[src/rtl/uc_pkg.sv]
// Shared encodings for the multicycle control unit and the ALU control decoder.
package uc_pkg;

  localparam int unsigned OPCODE_W  = 7;
  localparam int unsigned FUNCT3_W  = 3;
  localparam int unsigned ALU_CMD_W = 4;
  localparam int unsigned STATE_W   = 3;
  localparam int unsigned CLASS_W   = 3;

  // Major opcodes recognised by the control unit
  localparam logic [OPCODE_W-1:0] OP_RTYPE  = 7'b0110011;
  localparam logic [OPCODE_W-1:0] OP_ITYPE  = 7'b0010011;
  localparam logic [OPCODE_W-1:0] OP_LOAD   = 7'b0000011;
  localparam logic [OPCODE_W-1:0] OP_STORE  = 7'b0100011;
  localparam logic [OPCODE_W-1:0] OP_BRANCH = 7'b1100011;
  localparam logic [OPCODE_W-1:0] OP_JAL    = 7'b1101111;

  localparam logic [FUNCT3_W-1:0] F3_BEQ = 3'b000;

  // alu_cmd encodings consumed by the ALU control decoder
  localparam logic [ALU_CMD_W-1:0] ALU_RTYPE = 4'b0000;
  localparam logic [ALU_CMD_W-1:0] ALU_ITYPE = 4'b0001;
  localparam logic [ALU_CMD_W-1:0] ALU_STYPE = 4'b0010;
  localparam logic [ALU_CMD_W-1:0] ALU_BTYPE = 4'b0011;

  typedef enum logic [STATE_W-1:0] {
    ST_FETCH  = 3'd0,
    ST_DECODE = 3'd1,
    ST_EXEC   = 3'd2,
    ST_MEM    = 3'd3,
    ST_WB     = 3'd4,
    ST_HALT   = 3'd5
  } state_e;

  typedef enum logic [CLASS_W-1:0] {
    CLS_R      = 3'd0,
    CLS_I      = 3'd1,
    CLS_LOAD   = 3'd2,
    CLS_STORE  = 3'd3,
    CLS_BRANCH = 3'd4,
    CLS_JAL    = 3'd5,
    CLS_NONE   = 3'd7
  } op_class_e;

  // ALU command issued while an instruction of the given class is in EXEC/MEM
  function automatic logic [ALU_CMD_W-1:0] alu_cmd_of(input op_class_e cls);
    logic [ALU_CMD_W-1:0] cmd;
    case (cls)
      CLS_R:      cmd = ALU_RTYPE;
      CLS_STORE:  cmd = ALU_STYPE;
      CLS_BRANCH: cmd = ALU_BTYPE;
      default:    cmd = ALU_ITYPE;
    endcase
    return cmd;
  endfunction

endpackage

[src/rtl/uc_opdecode.sv]
// Opcode classifier: maps opcode/funct3 to an instruction class and a legality flag.
// Optional feature: define MULTICYCLE_JAL_EN to accept jal (1101111).
module uc_opdecode
  import uc_pkg::*;
(
  input  logic [6:0] opcode,
  input  logic [2:0] funct3,
  output logic [2:0] op_class_c,
  output logic       legal_c
);

  // Pure combinational classification; unknown encodings report CLS_NONE / illegal
  always_comb begin
    op_class_c = 3'(CLS_NONE);
    legal_c    = 1'b0;
    case (opcode)
      OP_RTYPE: begin
        op_class_c = 3'(CLS_R);
        legal_c    = 1'b1;
      end
      OP_ITYPE: begin
        op_class_c = 3'(CLS_I);
        legal_c    = 1'b1;
      end
      OP_LOAD: begin
        op_class_c = 3'(CLS_LOAD);
        legal_c    = 1'b1;
      end
      OP_STORE: begin
        op_class_c = 3'(CLS_STORE);
        legal_c    = 1'b1;
      end
      OP_BRANCH: begin
        if (funct3 == F3_BEQ) begin
          op_class_c = 3'(CLS_BRANCH);
          legal_c    = 1'b1;
        end
      end
`ifdef MULTICYCLE_JAL_EN
      OP_JAL: begin
        op_class_c = 3'(CLS_JAL);
        legal_c    = 1'b1;
      end
`endif
      default: begin
        op_class_c = 3'(CLS_NONE);
        legal_c    = 1'b0;
      end
    endcase
  end

endmodule

[src/rtl/multicycle_control.sv]
// Multicycle RISC-V style control FSM with memory-wait timeout and sticky halt.
// Optional feature: define MULTICYCLE_JAL_EN to execute jal in 3 cycles.
module multicycle_control
  import uc_pkg::*;
#(
  parameter int unsigned MEM_TIMEOUT = 15
) (
  input  logic       clk,
  input  logic       reset,
  input  logic [6:0] opcode,
  input  logic [2:0] funct3,
  input  logic       zero,
  input  logic       mem_ready,
  output logic [3:0] alu_cmd,
  output logic       mem_read,
  output logic       mem_write,
  output logic       ir_write,
  output logic       pc_write,
  output logic       pc_src,
  output logic       alu_src,
  output logic       reg_write,
  output logic       mem_to_reg,
  output logic       halted,
  output logic [2:0] state
);

  // Counter only needs to reach MEM_TIMEOUT-1 before the fault fires
  localparam int unsigned WAIT_W = (MEM_TIMEOUT < 2) ? 1 : $clog2(MEM_TIMEOUT);

  state_e            state_q, state_d;
  op_class_e         cls_q, cls_d;
  logic [WAIT_W-1:0] wait_q, wait_d;
  logic              halted_q, halted_d;

  logic [2:0] dec_class_c;
  logic       dec_legal_c;
  logic       timeout_hit_c;

  uc_opdecode u_opdecode (
    .opcode     (opcode),
    .funct3     (funct3),
    .op_class_c (dec_class_c),
    .legal_c    (dec_legal_c)
  );

  // Next-state, class capture and consecutive-wait counting
  always_comb begin
    state_d       = state_q;
    cls_d         = cls_q;
    wait_d        = '0;
    halted_d      = halted_q;
    timeout_hit_c = (MEM_TIMEOUT != 0) && ((32'(wait_q) + 32'd1) >= MEM_TIMEOUT);
    case (state_q)
      ST_FETCH: begin
        if (mem_ready)          state_d = ST_DECODE;
        else if (timeout_hit_c) state_d = ST_HALT;
        else                    wait_d  = wait_q + WAIT_W'(1);
      end
      ST_DECODE: begin
        cls_d   = op_class_e'(dec_class_c);
        state_d = dec_legal_c ? ST_EXEC : ST_HALT;
      end
      ST_EXEC: begin
        case (cls_q)
          CLS_R, CLS_I:         state_d = ST_WB;
          CLS_LOAD, CLS_STORE:  state_d = ST_MEM;
          CLS_BRANCH, CLS_JAL:  state_d = ST_FETCH;
          default:              state_d = ST_HALT;
        endcase
      end
      ST_MEM: begin
        if (mem_ready)          state_d = (cls_q == CLS_LOAD) ? ST_WB : ST_FETCH;
        else if (timeout_hit_c) state_d = ST_HALT;
        else                    wait_d  = wait_q + WAIT_W'(1);
      end
      ST_WB:   state_d = ST_FETCH;
      ST_HALT: state_d = ST_HALT;
      default: state_d = ST_HALT;
    endcase
    if (state_d == ST_HALT) halted_d = 1'b1;
  end

  // State registers with synchronous reset
  always_ff @(posedge clk) begin
    if (reset) begin
      state_q  <= ST_FETCH;
      cls_q    <= CLS_NONE;
      wait_q   <= '0;
      halted_q <= 1'b0;
    end else begin
      state_q  <= state_d;
      cls_q    <= cls_d;
      wait_q   <= wait_d;
      halted_q <= halted_d;
    end
  end

  // Moore outputs from state/class, with handshake- and zero-qualified strobes; quiet in reset
  always_comb begin
    alu_cmd    = ALU_ITYPE;
    mem_read   = 1'b0;
    mem_write  = 1'b0;
    ir_write   = 1'b0;
    pc_write   = 1'b0;
    pc_src     = 1'b0;
    alu_src    = 1'b0;
    reg_write  = 1'b0;
    mem_to_reg = 1'b0;
    if (!reset) begin
      case (state_q)
        ST_FETCH: begin
          mem_read = 1'b1;
          if (mem_ready) begin
            ir_write = 1'b1;
            pc_write = 1'b1;
          end
        end
        ST_EXEC: begin
          alu_cmd = alu_cmd_of(cls_q);
          alu_src = (cls_q == CLS_I) || (cls_q == CLS_LOAD) || (cls_q == CLS_STORE);
          if ((cls_q == CLS_BRANCH) && zero) begin
            pc_write = 1'b1;
            pc_src   = 1'b1;
          end
          if (cls_q == CLS_JAL) begin
            reg_write = 1'b1;
            pc_write  = 1'b1;
            pc_src    = 1'b1;
          end
        end
        ST_MEM: begin
          alu_cmd   = alu_cmd_of(cls_q);
          mem_read  = (cls_q == CLS_LOAD);
          mem_write = (cls_q == CLS_STORE);
        end
        ST_WB: begin
          reg_write  = 1'b1;
          mem_to_reg = (cls_q == CLS_LOAD);
        end
        default: begin
          alu_cmd = ALU_ITYPE;
        end
      endcase
    end
  end

  assign halted = halted_q;
  assign state  = state_q;

endmodule

[config.mk]
export PLATFORM = sky130hd
export DESIGN_NAME = multicycle_control
export DESIGN_NICKNAME = d
export VERILOG_FILES = /design/src/rtl/uc_pkg.sv /design/src/rtl/uc_opdecode.sv /design/src/rtl/multicycle_control.sv
export SDC_FILE = /design/constraint.sdc
export NUM_CORES = 1
export LEC_CHECK = 0
export ABC_AREA = 1
export CAP_MARGIN = 20
export CORE_MARGIN = 5
export CORE_UTILIZATION = 47
export CTS_CLUSTER_SIZE = 12
export DETAILED_ROUTE_END_ITERATION = 8
export PLACE_DENSITY = 0.88
export SLEW_MARGIN = 20
export SYNTH_ARGS = -nofsm -noshare
export SYNTH_HDL_FRONTEND = slang
export SYNTH_SLANG_ARGS = --single-unit
[constraint.sdc]
create_clock -name clk -period 3.9 [get_ports clk]
set_clock_uncertainty 0.05 [all_clocks]
set_input_delay 0.975 -clock clk [delete_from_list [all_inputs] [get_ports clk]]
set_output_delay 0.975 -clock clk [all_outputs]
set_load 0.01 [all_outputs]
### Word level (Yosys, flattened, before mapping)

Cells that the tools add are included.

| storage, ports and cells | value |
|---|---|
| bits of input ports | 14 |
| register bits after elaboration | 11 |
| output and inout port bits | 16 |
| word-level logic and storage cells | 70 |

| cells by class | value |
|---|---|
| bitwise gates (word level) | 1 |
| add/sub/neg operators | 2 |
| equal/unequal tests | 15 |
| multiplexer cells | 34 |
| reductions and logical operators | 13 |
| order comparisons | 1 |

Operators with widths:

| cell | number |
|---|---|
| 3-bit case mux with 5 select lines | 2 |
| 1-bit two-way mux | 18 |
| 3-bit two-way mux | 5 |
| 7-bit by 6-bit equality test with 1-bit output (second input constant) | 2 |
| 3-bit by 2-bit equality test with 1-bit output (second input constant) | 4 |
| 3-bit equality test (second input constant) | 4 |
| 2-bit OR reduction | 5 |
| 3-bit logical NOT | 3 |
| 3-bit case mux with 3 select lines | 1 |
| 1-bit case mux with 2 select lines | 4 |
| 4-bit OR reduction | 2 |
| 7-bit by 2-bit equality test with 1-bit output (second input constant) | 1 |
| 7-bit by 5-bit equality test with 1-bit output (second input constant) | 1 |
| 7-bit equality test (second input constant) | 1 |
| 3-bit by 1-bit equality test with 1-bit output (second input constant) | 2 |
| 2-bit two-way mux | 3 |
| 2-bit case mux with 3 select lines | 1 |
| 4-bit by 1-bit adder with 5-bit output (second input constant) | 1 |
| 5-bit by 4-bit greater-or-equal comparator with 1-bit output (second input constant) | 1 |
| 4-bit by 1-bit adder with 4-bit output (second input constant) | 1 |
| 1-bit logical OR | 2 |
| 1-bit logical AND | 1 |
| 1-bit inverter | 1 |

### Longest topological paths before layout

Gate-level depths: netlist (run 1).

| depth | value |
|---|---|
| depth after elaboration | 6 |
| depth in mapped cells | 11 |
| gate-level depth less buffers | 11 |

### Cells and area by module

From an unflattened synthesis (run 1), not the netlist that was laid out.

| second synthesis, totals | value |
|---|---|
| cell total of the unflattened synthesis | 141 |
| area, all modules | 868.3 um^2 |

By module, submodules not included:

| module | instances | cells an instance | seq. area each (um^2) | area each (um^2) |
|---|---|---|---|---|
| multicycle_control | 1 | 116 | 220.2 | 759.5 |
| uc_opdecode | 1 | 25 | 0.0 | 108.9 |

### Least setup slack after synthesis (run 1)

No wires, ideal clock.

| timing path | value |
|---|---|
| path kind | input -> output |
| from | input reset |
| to | output reg_write |
| cell stages on the path | 4 |
| arrival time | 1,911 ps |
| path buffers | 1 |
| data required time | 2,875 ps |
| slack | 964 ps |
| cells stage by stage | buf_4 -> inv_1 -> nand3_1 -> o41ai_1 |

| between the ends | value |
|---|---|
| word-level cells in the longest chain between the ends | 1 |

Ends and longest elaborated chain:

| what | RTL line | text |
|---|---|---|
| start, declared | multicycle_control.sv:9 | `input logic reset,` |
| 1-bit two-way mux | multicycle_control.sv:109 | `if (!reset) begin` |
| end, declared | multicycle_control.sv:21 | `output logic reg_write,` |

Every way passes these cells.

### Final worst setup path (run 1)

Same ends and word-level chain as after synthesis.

==> run_results.csv, run 1 <==
group,metric,value,unit
status,status,"complete, no violations",
placed_design,place_area,0.001157,mm²
worst_setup_path,critPathLaunchType,"input port",
grt,grt_pass1_wl,3.712,mm
yosys,syn_avg_cell_area,6.140,µm²
routing,wl_per_cell,10.95,µm
grt,grt.total_usage,17.83,%
yosys,yosys_warnings,0,
clock_network,cts_buffer_depth,2,
clock_network,ctsHtreeMaxLevel,1,
yosys,yosys-top-cells-area,"dfxtp_1, nand2_1, nor2_1",
clock_network,clk_latency,0.27,ns
routing,drc,0,
floorplanning,num_io_pins,30,
cells_and_area,multi_input_area,541.8,µm²
yosys,synth-seq-area-share,25.62,%
floorplanning,fp.coreArea,0.001727,mm²
power_and_ir_drop,power_density,373.9,mW/mm²
power_and_ir_drop,power_leakage,0.5381,nW
worst_setup_path,worst-path-max-fanout,4,
timing,fin_ws,0.3257,ns
timing,drv_slew,0,
clock_network,tritoncts,"done",
placed_design,hpwlAfterDp,1.727,mm
power_and_ir_drop,peakVddDrop,0.2967,mV
routing,dr_wl_met3,119,µm
placed_design,placed_cells,192,
routing,drtPass1Iterations,4,
routing,ant_nets,0,
cells_and_area,nets,190,
grt,grt_antenna_before_repair,0,
routing,routed.top_layer,"met4",
worst_setup_path,crit_buf_inv,3,
cells_and_area,syn_to_final_growth,37.70,%
worst_setup_path,crit_type,"input port to output pin",
timing,fmax,279.8,MHz
clock_network,root_buffer,"clkbuf_4",
yosys,ys_ff_latch,11,
clock_network,holdBufCountCts,0,
worst_setup_path,cp_top_family,"buffers and inverters",
grt,gr-total-overflow,0,
placed_design,portBuffers,27,
cells_and_area,register_area,220.2,µm²
routing,vias,993,
clock_network,numCtsBuffers,3,
placed_design,gp_congestion,0.8589,
worst_setup_path,arrival,2.55,ns
yosys,synth_top_area_cell,"dfxtp_1",
placed_design,pre_cts_ws,0.3413,ns
worst_hold_path,hp-class,"register to register",
routing,met2_length,1.004,mm
routing,routed_via_density,5.066,
yosys,syn_inst,140,
cells_and_area,fin_cells,196,
routing,wl,2.146,mm
timing,min_period,3.574,ns
timing,final-setup-viol-count,0,
yosys,syn_area,859.6,µm²
run,cap_violations,0,
worst_setup_path,path_common_cell,"clkdlybuf4s50_1",
timing,rsz0062_at_grt,"no",
timing,hold_violations,0,
clock_network,cts_sinks,11,
clock_network,worst_setup_hold_path_clk_slew,0.07,ns
cells_and_area,fill_cells,160,
grt,grt_pass1_vias,896,
timing,hold-worst-slack,0.4063,ns
cells_and_area,num_antenna_cells,0,
floorplanning,die_area,0.002784,mm²
timing,fin_tns_setup,0,ns
routing,drt-initial-drc-count,43,
floorplanning,rows,15,
worst_setup_path,end_kind,"output pin",
grt,grt_max_degree,9,
routing,wl_met1,994,µm
worst_setup_path,max_stage_delay,0.59,ns
timing,finalCritPeriodShare,91.65,%
clock_network,cts_setup_buffers,0,
worst_setup_path,worst_path_max_delay_cell,"clkdlybuf4s50_1",
floorplanning,initial_core_util,49.78,%
yosys,synth_top_area_share,25.62,%
clock_network,cts_resized,0,
worst_setup_path,crit_chain,"clkdlybuf4s50_1 > inv_1 > nand3_1 > o41ai_1 > clkdlybuf4s50_1",
cells_and_area,finish.instance_area,0.001184,mm²
floorplanning,fp.dieW,52.77,µm
worst_setup_path,required,2.87,ns
floorplanning,die_h,52.77,µm
yosys,synth_cell_types,25,
cells_and_area,drive_above_1_share,9.942,%
metrics by stage:
| stage | utilization [%] | total power, mW |
|---|---|---|
| 2_1_floorplan | - | 0.2865 |
| 5_1_grt | 68.55 | 0.4783 |
| 3_3_place_gp | 67.03 | 0.3576 |
| 4_1_cts | 68.55 | 0.4425 |
| 6_report | 68.55 | 0.4426 |
| 3_5_place_dp | 67.03 | 0.3621 |
flip-flops by register name, summed over array words and instances (netlist names):
| name | flops |
|---|---|
| cls_q | 3 |
| halted | 1 |
| state | 3 |
| wait_q | 4 |
worst reg2reg max path, stage by stage, from the launching register on:
cell and delay [ns]:
dfxtp_1 0.41, inv_1 0.07, ha_1 0.31, nor2_1 0.11, nor2_1 0.05, nor2_1 0.08
nand2_1 0.11, nand2_1 0.08, nor2_1 0.05, o21ai_0 0.16, inv_1 0.05
path summary, 6_finish.rpt:
kind | slack (ns) | cells after the start | end | startpoint
hold / removal | 0.41 | 2 | halted | halted
hold reg to reg | 0.41 | 2 | halted | halted
setup / recovery | 0.33 | 5 | reg_write | reset
setup reg to reg | 2.27 | 10 | state[1] | wait_q[0]
placed cells by master, fill, tap and decap left out, types with 2 or more instances in the layout:
cell              n
nand2_1          33
nor2_1           27
clkdlybuf4s50_1  27
inv_1            18
nand3_1          11
dfxtp_1          11
a21oi_1           5
o21ai_0           4
nand2_2           4
ha_1              4
clkbuf_4          3
inv_2             2
nor3_1            2
nor4_1            2
o211ai_1          2
nand3_2           2
conb_1            2
buf_4             2
power breakdown:
part / switching, mW / leakage, nW / internal [mW]
Combinational: 0.108 / 0.433 / 0.0890
Sequential: 0.0329 / 0.0901 / 0.133
Clock: 0.0395 / 0.0150 / 0.0396
kinds of logic (layout without fill, tap and decap cells):
logic type      count (synthesis)  after routing  synth area share (%)
simple gates                   85             85                 44.98
flops                          11             11                 25.62
compound gates                 15             15                 11.35
other cells                     1              2                0.4363
fa+ha+maj                       4              4                 5.823
buf+inv                        24             54                 11.79
layer usage:
layer | global-route usage (%) | up-vias
li1 | - | 506
met3 | 3.704 | 4
met2 | 30.99 | 37
met4 | 9.787 | 0
met1 | 19.93 | 446
met5 | 0 | -
final cells by class:
cell class | count | share of cell area [%]
clock buffer | 4 | 2.220
inverter | 21 | 6.660
multi-input combinational | 106 | 45.77
sequential | 11 | 18.60
tap | 25 | 2.643
timing repair buffer | 29 | 24.10
cell usage after synthesis:
library cell,instances
inv_1,18
o2111ai_1,1
clkinv_1,1
nand4_1,1
nor2_1,27
ha_1,4
a21oi_1,5
o211ai_1,2
nor4_1,2
nor3_1,2
nor3_2,1
a211oi_1,1
nor3_4,1
o41ai_1,1
nand2_2,4
conb_1,1
or2_2,1
inv_2,2
nand3_1,11
buf_4,3
a211oi_2,1
nand3_2,2
nand2_1,33
o21ai_0,4
dfxtp_1,11
No activity file was read; power rests on OpenSTA's default activity.
==> inputs of run 2 (changes only) <==
--- a/config.mk
+++ b/config.mk
@@ -8,10 +8,11 @@
 export ABC_AREA = 1
 export CAP_MARGIN = 20
 export CORE_MARGIN = 5
-export CORE_UTILIZATION = 47
+export CORE_UTILIZATION = 65
 export CTS_CLUSTER_SIZE = 12
 export DETAILED_ROUTE_END_ITERATION = 8
-export PLACE_DENSITY = 0.88
+export DONT_BUFFER_PORTS = 1
+export PLACE_DENSITY = 0.86
 export SLEW_MARGIN = 20
 export SYNTH_ARGS = -nofsm -noshare
 export SYNTH_HDL_FRONTEND = slang
==> run 2 against run 1 <==
Against the previous run:
- power shrank 11%
- first-iteration DRC count down 33%
- design area shrank 25%
- combinational power decreased by 28%
- setup slack gained 0.62 ns
- critical path type unchanged
- largest power group is now sequential cells
==> run_results.csv, run 2 (synthesis gave the netlist of run 1 again) <==
group,metric,value,unit
worst_setup_path,reg2reg_to,"state[1]",
timing,finalCritPeriodShare,75.72,%
status,status,"complete, no violations",
floorplanning,fp.coreArea,0.001269,mm²
timing,fmax,338.6,MHz
worst_setup_path,max_stage_delay,0.60,ns
cells_and_area,nets,161,
grt,grt_pass1_vias,763,
routing,vias,890,
worst_hold_path,min-delay-start,"wait_q[0]",
cells_and_area,final_cell_mix,"nand2_1, nor2_1, inv_1",
placed_design,gp_congestion,0.9145,
power_and_ir_drop,peakVddDrop,0.2732,mV
worst_setup_path,crit_type,"input port to output pin",
clock_network,cts_sinks,11,
timing,hold_violations,0,
clock_network,tritoncts,"done",
worst_setup_path,worst-path-max-fanout,9,
power_and_ir_drop,power.internal,0.2219,mW
clock_network,cts_setup_buffers,0,
routing,drtPass1Iterations,4,
floorplanning,initial_core_util,67.75,%
worst_setup_path,critPathLaunchType,"input port",
clock_network,root_buffer,"clkbuf_4",
grt,grt_max_degree,10,
power_and_ir_drop,clkPwrFrac,20.0,%
routing,drt-initial-drc-count,29,
cells_and_area,largest-register,"wait_q",
cells_and_area,mostFrequentLayoutCell,"nand2_1",
worst_setup_path,cp.depth,3,
cells_and_area,fill_cells,113,
clock_network,cts_buffer_depth,2,
placed_design,hpwlAfterDp,1.574,mm
timing,fin_tns_setup,0,ns
worst_setup_path,crit_buf_inv,1,
placed_design,portBuffers,0,
power_and_ir_drop,power_leakage,0.4278,nW
power_and_ir_drop,pwr-share-comb,35.8,%
worst_setup_path,reg2reg_from,"wait_q[0]",
floorplanning,rows,13,
placed_design,pre_cts_ws,0.9819,ns
floorplanning,die_area,0.002150,mm²
routing,ant_nets,0,
clock_network,worst_setup_hold_path_clk_slew,0.07,ns
timing,rsz0062_at_grt,"no",
timing,maxSlewHeadroom,61.08,%
power_and_ir_drop,p_switching,0.1716,mW
worst_setup_path,worst_path_max_delay_cell,"o41ai_1",
clock_network,ctsHtreeMaxLevel,1,
timing,min_period,2.953,ns
grt,gr-total-overflow,0,
timing,fin_ws,0.9470,ns
worst_setup_path,required,2.87,ns
routing,wl,1.940,mm
cells_and_area,multi_input_area,541.8,µm²
floorplanning,fp.dieW,46.37,µm
clock_network,clk_latency,0.26,ns
grt,grt_antenna_before_repair,0,
run,cap_violations,0,
power_and_ir_drop,switching_share,43.61,%
worst_setup_path,arrival,1.93,ns
clock_network,holdBufCountCts,0,
routing,routed_via_density,5.669,
clock_network,cts_resized,0,
worst_setup_path,crit_chain,"inv_1 > nand3_1 > o41ai_1",
power_and_ir_drop,finalPower,0.3935,mW
floorplanning,die_h,46.37,µm
power_and_ir_drop,power_density,444.3,mW/mm²
grt,grt_pass1_wl,2.994,mm
cells_and_area,drive_above_1_share,10.56,%
cells_and_area,largest_reg_flops,4,
clock_network,numCtsBuffers,3,
floorplanning,num_io_pins,30,
worst_hold_path,holdPathEnd,"wait_q[0]",
worst_setup_path,rr_worst_depth,10,
grt,grt.total_usage,19.05,%
worst_setup_path,end_kind,"output pin",
power_and_ir_drop,p_seq_share,44.3,%
worst_hold_path,hp-class,"register to register",
routing,drc,0,
timing,tightest_slew,0.5763,ns
worst_setup_path,r2r_setup_slack,2.21,ns
worst_hold_path,hold_depth,1,
timing,final-setup-viol-count,0,
cells_and_area,register_area,220.2,µm²
cells_and_area,syn_to_final_growth,3.057,%
routing,wl_per_cell,12.36,µm
cells_and_area,num_antenna_cells,0,
timing,drv_slew,0,
worst_setup_path,cp_top_family,"compound AO/OA/AOI/OAI gates",
[run 2: through the flow]
stage	utilization, %	instances	hold WS, ns	instance area [µm²]
after floorplan	-	141	0.4019	863.3
after detailed placement	67.75	153	0.4428	859.6
after global placement	67.75	153	0.4235	859.6
final	69.82	157	0.4566	885.9
after CTS	69.82	157	0.4593	885.9
after global routing	69.82	157	0.4820	885.9
[run 2: layer usage]
layer | GRT usage, % | wire (µm) | part of all wire [%] | vias up
li1 | - | - | - | 450
met1 | 25.41 | 836 | 43 | 395
met2 | 28.57 | 924 | 48 | 37
met3 | 4.688 | 137 | 7.1 | 8
met4 | 8.523 | 41 | 2.1 | 0
met5 | 0 | 0 | 0 | -
[run 2: area by class of cell]
cell class,count,area share [%]
Clock buffer,4,2.966
Inverter,21,8.898
Multi-Input combinational cell,106,61.16
Sequential cell,11,24.86
Tap cell,15,2.119
[run 2: worst max path at each step]
stage,slack (ns),end,startpoint
2_1_floorplan,0.96,reg_write,reset
3_3_place_gp,1.02,reg_write,reset
3_5_place_dp,0.98,reg_write,reset
4_1_cts,0.98,reg_write,reset
5_1_grt,0.86,reg_write,reset
6_report,0.95,reg_write,reset
[run 2: power groups by stage]
stage / Combinational [mW] / Sequential (mW) / Clock, mW
floorplan: 0.120 / 0.167 / 0
global placement: 0.136 / 0.176 / 0
detailed placement: 0.140 / 0.177 / 0
CTS: 0.140 / 0.174 / 0.0790
global route: 0.162 / 0.179 / 0.0866
finish: 0.141 / 0.174 / 0.0786
==> inputs of run 3 (changes only) <==
--- a/config.mk
+++ b/config.mk
@@ -8,11 +8,11 @@
 export ABC_AREA = 1
 export CAP_MARGIN = 20
 export CORE_MARGIN = 5
-export CORE_UTILIZATION = 65
+export CORE_UTILIZATION = 60
 export CTS_CLUSTER_SIZE = 12
 export DETAILED_ROUTE_END_ITERATION = 8
 export DONT_BUFFER_PORTS = 1
-export PLACE_DENSITY = 0.86
+export PLACE_DENSITY = 0.81
 export SLEW_MARGIN = 20
 export SYNTH_ARGS = -nofsm -noshare
 export SYNTH_HDL_FRONTEND = slang
==> constraint.sdc (replaced) <==
create_clock -name clk -period 2.75 [get_ports clk]
set_clock_uncertainty 0.05 [all_clocks]
set_input_delay 0.6875 -clock clk [delete_from_list [all_inputs] [get_ports clk]]
set_output_delay 0.6875 -clock clk [all_outputs]
set_load 0.01 [all_outputs]
==> run 3 against run 2 <==
Against the previous run:
- global-route usage is 1.5 points lower
- sequential power is 40% higher
- setup slack worse by 0.61 ns
- wire length is 2.6% lower
- worst hold slack worse by 0.028 ns
- die area is 6.5% higher
- sequential share of layout area hardly changed
- highest routed layer is now met3
==> run_results.csv, run 3 (synthesis gave the netlist of run 1 again) <==
group,metric,value,unit
cells_and_area,mostFrequentLayoutCell,"nand2_1",
clock_network,cts_buffer_depth,2,
timing,fmax,415.0,MHz
grt,grt_pass1_wl,2.918,mm
worst_hold_path,hp-class,"input port to register",
worst_hold_path,hold_depth,1,
power_and_ir_drop,power_density,629.4,mW/mm²
placed_design,placed_cells,153,
worst_setup_path,required,2.01,ns
clock_network,root_buffer,"clkbuf_4",
routing,ant_nets,0,
power_and_ir_drop,power_leakage,0.4305,nW
placed_design,gp_congestion,0.9290,
worst_setup_path,worst-path-max-fanout,7,
worst_setup_path,reg2reg_from,"wait_q[0]",
routing,drtPass1Iterations,4,
grt,grt_antenna_before_repair,0,
timing,maxSlewHeadroom,58.49,%
grt,gr-total-overflow,0,
timing,hold_violations,0,
cells_and_area,fin_cells,157,
worst_hold_path,min-delay-start,"reset",
worst_setup_path,end_kind,"output pin",
clock_network,holdBufCountCts,0,
floorplanning,fp.dieW,47.85,µm
timing,tightest_slew,0.6147,ns
worst_setup_path,crit_type,"register to output pin",
clock_network,worst_setup_hold_path_clk_slew,0.07,ns
cells_and_area,finish.instance_area,887.1,µm²
routing,vias,850,
clock_network,clk_latency,0.27,ns
power_and_ir_drop,power.internal,0.3125,mW
timing,min_period,2.410,ns
routing,wl,1.889,mm
timing,rsz0062_at_grt,"no",
worst_setup_path,rr_worst_depth,11,
worst_setup_path,critPathLaunchType,"register",
timing,drv_slew,0,
routing,wl_per_cell,12.03,µm
worst_setup_path,arrival,1.67,ns
floorplanning,die_area,0.002290,mm²
worst_hold_path,holdPathEnd,"state[0]",
worst_setup_path,crit_chain,"nand3_1 > o41ai_1",
clock_network,cts_sinks,11,
worst_setup_path,max_stage_delay,0.62,ns
timing,final-setup-viol-count,0,
power_and_ir_drop,peakVddDrop,0.5220,mV
routing,drt-initial-drc-count,15,
cells_and_area,final_cell_mix,"nand2_1, nor2_1, inv_1",
clock_network,ctsHtreeMaxLevel,1,
placed_design,portBuffers,0,
status,status,"complete, no violations",
cells_and_area,largest-register,"wait_q",
grt,grt_pass1_vias,726,
run,cap_violations,0,
routing,drc,0,
cells_and_area,syn_to_final_growth,3.202,%
floorplanning,fp.coreArea,0.001334,mm²
floorplanning,die_h,47.85,µm
placed_design,place_area,859.6,µm²
cells_and_area,largest_reg_flops,4,
worst_setup_path,reg2reg_to,"halted",
floorplanning,rows,13,
worst_setup_path,worst_path_max_delay_cell,"o41ai_1",
cells_and_area,drive_above_1_share,11.27,%
clock_network,numCtsBuffers,3,
cells_and_area,num_antenna_cells,0,
power_and_ir_drop,pwr-share-comb,36.0,%
clock_network,tritoncts,"done",
timing,fin_tns_setup,0,ns
worst_setup_path,r2r_setup_slack,1.09,ns
power_and_ir_drop,clkPwrFrac,20.2,%
power_and_ir_drop,p_switching,0.2458,mW
power_and_ir_drop,p_seq_share,43.8,%
cells_and_area,nets,161,
placed_design,hpwlAfterDp,1.582,mm
timing,finalCritPeriodShare,87.63,%
routing,routed_via_density,5.414,
power_and_ir_drop,switching_share,44.02,%
grt,grt_max_degree,10,
grt,grt.total_usage,17.55,%
clock_network,cts_resized,0,
cells_and_area,fill_cells,127,
floorplanning,initial_core_util,64.45,%
clock_network,cts_setup_buffers,0,
floorplanning,num_io_pins,30,
## run 3: power groups by stage
stage	combinational (mW)	sequential, mW	clock, mW
CTS	0.201	0.244	0.114
finish	0.201	0.244	0.113
floorplan	0.170	0.237	0
detailed placement	0.200	0.249	0
global placement	0.196	0.249	0
global route	0.230	0.251	0.122
## run 3: area by class of cell
class                   instances  area, µm²  share of cell area (%)
clock inverters                 1      5.005                  0.5642
multi-input cells             106      541.8                   61.07
inverters                      21      78.83                   8.886
clock buffers                   3      22.52                   2.539
flip-flops and latches         11      220.2                   24.82
well taps                      15      18.77                   2.116
## run 3: worst max-delay path: cells and delay by family (launching register included)
kind             cells  cell delay [ns]
flip-flops           1             0.55
AO/OA/AOI/OAI        1             0.62
AND/OR/NAND/NOR      1             0.23
## run 3: how the worst max path moves through the flow
stage	start	end	cells after the start
after floorplan	reset	reg_write	4
after detailed placement	reset	reg_write	3
final	state[1]	reg_write	2
after global placement	reset	reg_write	3
after CTS	state[1]	reg_write	2
after global routing	state[1]	reg_write	2
## run 3: layer usage
metal | up-vias | global-route usage [%] | routed length [µm]
met5 | - | 0 | 0
li1 | 453 | - | -
met1 | 368 | 23.06 | 847
met4 | 0 | 0.5376 | 0
met2 | 29 | 28.23 | 894
met3 | 0 | 7.519 | 147
## run 3: through the flow
stage | util (%) | worst slack, ns | power, mW | hold WS (ns)
after floorplan | - | 0.3893 | 0.4062 | 0.4019
after global placement | 64.45 | 0.4333 | 0.4460 | 0.4254
after detailed placement | 64.45 | 0.3771 | 0.4490 | 0.4381
after CTS | 66.51 | 0.3242 | 0.5595 | 0.4252
after global routing | 66.51 | 0.2185 | 0.6022 | 0.4176
final | 66.51 | 0.3401 | 0.5583 | 0.4283
